[config.mk]
export PLATFORM = sky130hd
export DESIGN_NAME = ifetch_unit
export DESIGN_NICKNAME = d
export VERILOG_FILES = /design/src/rtl/ifetch_unit.sv
export SDC_FILE = /design/constraint.sdc
export NUM_CORES = 1
export LEC_CHECK = 0
export CAP_MARGIN = 20
export CORE_UTILIZATION = 43
export CTS_BUF_LIST = sky130_fd_sc_hd__clkbuf_16
export DETAILED_ROUTE_END_ITERATION = 12
export PLACE_DENSITY = 0.81
export SLEW_MARGIN = 15
export SYNTH_ARGS = -nofsm -noshare
export SYNTH_HDL_FRONTEND = slang
export SYNTH_SLANG_ARGS = --single-unit
[constraint.sdc]
create_clock -name clk -period 4.2 [get_ports clk]
set_clock_uncertainty 0.1 [all_clocks]
set_input_delay 1.05 -clock clk [delete_from_list [all_inputs] [get_ports clk]]
set_output_delay 1.05 -clock clk [all_outputs]
set_load 0.02 [all_outputs]
[src/rtl/ifetch_unit.sv]
// Instruction fetch: owns the PC, reads instruction memory over req/ack, holds the word until the core commits.
// Fetch latency 1 cycle plus memory wait; the fetched word is held until adv; no ack within TIMEOUT cycles -> one idle cycle, then retry.
module ifetch_unit #(
    parameter logic [31:0] RST_VECTOR = 32'h0000_0000,
    parameter int          TIMEOUT    = 16
) (
    input  logic        clk,
    input  logic        rst,
    input  logic [31:0] pcp,
    input  logic        adv,
    output logic        imReq,
    output logic [31:0] imAddr,
    input  logic        imAck,
    input  logic [31:0] imData,
    output logic [31:0] pc,
    output logic [31:0] inst,
    output logic        instVld,
    output logic        fault,
    output logic [31:0] icnt
);

    typedef enum logic [1:0] {IDLE, FETCH, HOLD, RETRY} state_t;

    localparam logic [7:0] TLAST = 8'(TIMEOUT - 1);

    state_t     state;
    logic [7:0] tcnt;

    // Request is a pure state decode so an async reset drops it in the same cycle.
    assign imReq  = (state == FETCH);
    assign imAddr = pc;

    always_ff @(posedge clk or posedge rst) begin
        if (rst) begin
            state   <= IDLE;
            pc      <= RST_VECTOR;
            inst    <= 32'h0;
            instVld <= 1'b0;
            fault   <= 1'b0;
            icnt    <= 32'h0;
            tcnt    <= 8'h0;
        end else begin
            case (state)
                IDLE: state <= FETCH;
                FETCH: begin
                    if (imAck) begin
                        inst    <= imData;
                        instVld <= 1'b1;
                        tcnt    <= 8'h0;
                        state   <= HOLD;
                    end else if (tcnt == TLAST) begin
                        fault <= 1'b1;
                        tcnt  <= 8'h0;
                        state <= RETRY;
                    end else begin
                        tcnt <= tcnt + 8'h1;
                    end
                end
                RETRY: state <= FETCH;
                HOLD: begin
                    // adv wins over any stray ack arriving in the same cycle
                    if (adv) begin
                        pc      <= {pcp[31:2], 2'b00};
                        icnt    <= icnt + 32'h1;
                        instVld <= 1'b0;
                        state   <= FETCH;
                        if (pcp[1:0] != 2'b00)
                            fault <= 1'b1;
                    end
                end
                default: state <= IDLE;
            endcase
        end
    end

endmodule

Word-level counts from Yosys, hierarchy flattened
Cells that the tools add are included.
- register bits after elaboration: 106
- output and inout bits: 131
- $add $sub $neg: 2
- eq/ne operators: 10
- multiplexer cells: 14
- reduce and logical (&&, ||, !) cells: 9
- operators by type and width (kind ; count):
    $add A32 B1 Y32 const B ; 1
    $mux W8 ; 2
    $add A8 B1 Y8 const B ; 1
    $eq A8 B4 Y1 const B ; 1
    $mux W1 ; 6
    $mux W2 ; 3
    $ne A2 B2 Y1 const B ; 3
    $pmux W2 S3 ; 1
    $reduce_and A2 Y1 ; 3
    $reduce_and A5 Y1 ; 1
    $eq A2 B2 Y1 const B ; 2
    $ne A2 B1 Y1 const B ; 2
    $pmux W1 S2 ; 2
    $reduce_bool A2 Y1 ; 2
    $ne A3 B1 Y1 const B ; 1
    $reduce_and A3 Y1 ; 1
    $eq A2 B1 Y1 const B ; 1
    $logic_not A2 Y1 ; 1
    $reduce_or A2 Y1 ; 1

Logic depth before layout (Yosys ltp)
- word-level depth: 4
- depth in mapped cells: 5

Worst setup path before layout
OpenSTA, ideal clock, no wires.
- kind: input to register
- from: input port adv
- to: register icnt[22]
- arrival time: 1.860 ns
- data required time: 3.969 ns
- slack: 2.110 ns
- cell stages on the path: 5
- cell sequence: nand3b_4 > buf_6 > nor3_4 > nand4_1 > xnor2_1
- cells in the longest elaborated chain, start to end: 1
- RTL lines (item ; RTL line ; source):
    from (decl) ; 10 ; input logic adv,
    $reduce_and A2 Y1 (no source line) ; - ;
    to (signal assigned) ; 64 ; icnt <= icnt + 32'h1;
    to (decl) ; 19 ; output logic [31:0] icnt
Every way passes these cells.
A chain may end at the register's enable or synchronous reset.

Final worst setup path
- from: register state[1]
- to: output port imReq
- cells in the longest elaborated chain, start to end: 1
- RTL lines (item ; RTL line ; source):
    from (decl) ; 26 ; state_t state;
    from (signal assigned) ; 35 ; state <= IDLE;
    from (signal assigned) ; 44 ; IDLE: state <= FETCH;
    from (signal assigned) ; 50 ; state <= HOLD;
    $eq A2 B1 Y1 ; 30 ; assign imReq = (state == FETCH);
    to (decl) ; 11 ; output logic imReq,
Every way passes these cells.

==> results.tsv <==
metric	value	unit
Vias per Instance	4.91	
Post-CTS Hold Buffers	0	
chip width	106	um
Overflow after GRT	0	
Starting Density	0.446	
Hold Worst Slack	0.365	ns
Setup Buffers After CTS	0	
DP HPWL	8150	um
largest net degree at the start of global routing	56	
layout cell share with drive strength beyond 1	0.103	
minimum clock period	2.91	ns
Post-layout nets	657	
crit-path max FO	11	
wire per inst	15.1	um
Worst Setup Start Kind	flip-flop	
Ports	199	
GRT Overall Usage	0.203	
final wirelength	11000	um
Worst-Skew Late Latency	0.34	ns
worst rel slew slack	0.471	
ratio of total power to cell area	669	nW/um^2
Worst Hold Class	flip-flop to flip-flop	
Root Buffer	clkbuf_16	
DP Worst Slack	1.06	ns
Syn Std Cell Area	4650	um^2
top post-synthesis cells by area	dfrtp_1, nand2_1, mux2_2	
RSZ-0062 raised after global routing	false	
final non-filler cell total	728	
FMAX	343	MHz
Mean Syn Cell Area	11.0	um^2
Main synth FF type	dfrtp_1	
Fill cells	806	
Reg clk slew, reported paths	0.06	ns
Final ANT Viol Nets	0	
reg2reg start	state[1]	
CTS tree	built	
DR DRC count	0	
post-synthesis sequential area ratio	0.571	
die area	11200	um^2
number of diodes	0	
initial antenna violation count	0	
Sink Count	106	
Worst Setup Slack, final	1.29	ns
DR iter-0 viols	133	
H-tree Lvls	3	
Synth top area share	0.571	
Peak supply drop	383	uV
area grow syn2layout	45.9	%
CP required	3.05	ns
Gates resized, CTS repair	0	
status	finished clean	
Leakage Power	3.03	nW
highest-count cells in the layout ignoring fill and taps	clkdlybuf4s50_1, nand2_1, dfrtp_1, mux2_2, xnor2_1	
asr flop ratio synth	1.00	
number of global-route vias before repair	3599	
Max Buffers Root-to-Sink	2	
commonest non-fill, non-tap cell in the layout	clkdlybuf4s50_1	
YS warnings	0	
endpoint class of the critical path	primary output	
FF+latch count, synth	106	
largest area contributor in the netlist	dfrtp_1	
Via Count	3571	
Final period util	0.694	
total CTS buffers	9	
Cells after Synth	422	
final RePlAce weighted congestion	0.852	
dpl cells	712	
Setup Viol. Count Final	0	
Yosys cell types	34	
max cap viols	0	
Die Y	106	um
DR pass1 iterations	4	
Port Buffers	194	
worst setup path start	state[1]	
area of the core	10400	um^2
final-report max-slew violation count	0	
Setup Total Neg Slack	0	ns
Least-Margin Pin Slew	0.790	ns
Post-synth EDFFs	0	
Cell Rows	37	
hold path startpoint	fault	
global-route wire length before repair	17700	um
Fin. Hold Viols	0	
WS Path Type	flip-flop to primary output	
CP arrival	1.76	ns
-- critical path, cell delays in order, from the launching register on --
cell             delay [ns]
dfrtp_1                0.43
nand2b_4               0.21
inv_1                  0.16
clkdlybuf4s50_1        0.63
-- where the power goes --
part	switching, W	leakage [nW]	internal [W]	total (W)
Clock	0.000371	0.147	0.000461	0.000832
Sequential	0.000251	1.35	0.00135	0.00161
Combinational	0.00105	1.53	0.00105	0.00210
-- Yosys cell counts (2+ instances only) --
| master | n |
|---|---|
| and3_1 | 4 |
| xnor2_1 | 27 |
| nand2b_1 | 2 |
| nand3_1 | 21 |
| mux2_2 | 32 |
| ha_1 | 2 |
| inv_1 | 5 |
| dfrtp_1 | 106 |
| buf_2 | 3 |
| nor2_1 | 10 |
| and2_1 | 2 |
| clkbuf_1 | 6 |
| buf_4 | 35 |
| nor4_1 | 2 |
| nor3_1 | 3 |
| nand2_1 | 113 |
| nor3_4 | 2 |
| xor2_1 | 7 |
| buf_6 | 2 |
| nand4_1 | 14 |
| o21ai_0 | 11 |
-- metal layers --
metal / track usage / part of all wire / vias to the layer above
met5: 0 / 0 / -
met4: 0.0784 / 0.017 / 0
met3: 0.0595 / 0.074 / 17
met2: 0.333 / 0.49 / 147
met1: 0.253 / 0.42 / 1715
li1: - / - / 1692
-- kinds of logic after synthesis --
family / synth area share
xor gates and xnor gates: 0.0641
muxes: 0.0776
and+or+nand+nor: 0.191
adders and majority gates: 0.00539
other: 0.000807
DFF: 0.571
buffers and inverters: 0.0735
AOI/OAI and AO/OA: 0.0170
-- layout make-up --
| cell class | instances | area (um^2) | area share |
|---|---|---|---|
| sequential | 106 | 2650 | 0.391 |
| timing repair buffer | 197 | 1980 | 0.292 |
| multi-input combinational | 268 | 1670 | 0.246 |
| clock buffer | 9 | 225 | 0.0332 |
| tap | 136 | 170 | 0.0251 |
| clock inverter | 7 | 68.8 | 0.0101 |
| inverter | 5 | 21.3 | 0.00314 |
-- stage by stage --
stage / power, W / util / instance area [um^2]
3_5_place_dp: 0.00374 / 0.623 / 6490
4_1_cts: 0.00459 / 0.651 / 6780
5_1_grt: 0.00477 / 0.651 / 6780
2_1_floorplan: 0.00281 / - / 4660
3_3_place_gp: 0.00368 / 0.623 / 6490
6_report: 0.00454 / 0.651 / 6780
-- sequential cells by signal, indices dropped and copies added, names as in the netlist --
| name | cells |
|---|---|
| fault | 1 |
| icnt | 32 |
| imAddr | 30 |
| inst | 32 |
| instVld | 1 |
| state | 2 |
| tcnt | 8 |
-- path summary, 6_finish.rpt --
path,endpoint,slack (ns),cells after the start
worst max register to register,inst[29],2.19,4
worst min-delay path,fault,0.36,1
min in group asynchronous,inst[17],1.05,2
worst max-delay path,imReq,1.29,3
max in group asynchronous,imAddr[30],2.24,3
worst min register to register,fault,0.36,1
(Power assumes the default switching activity.)
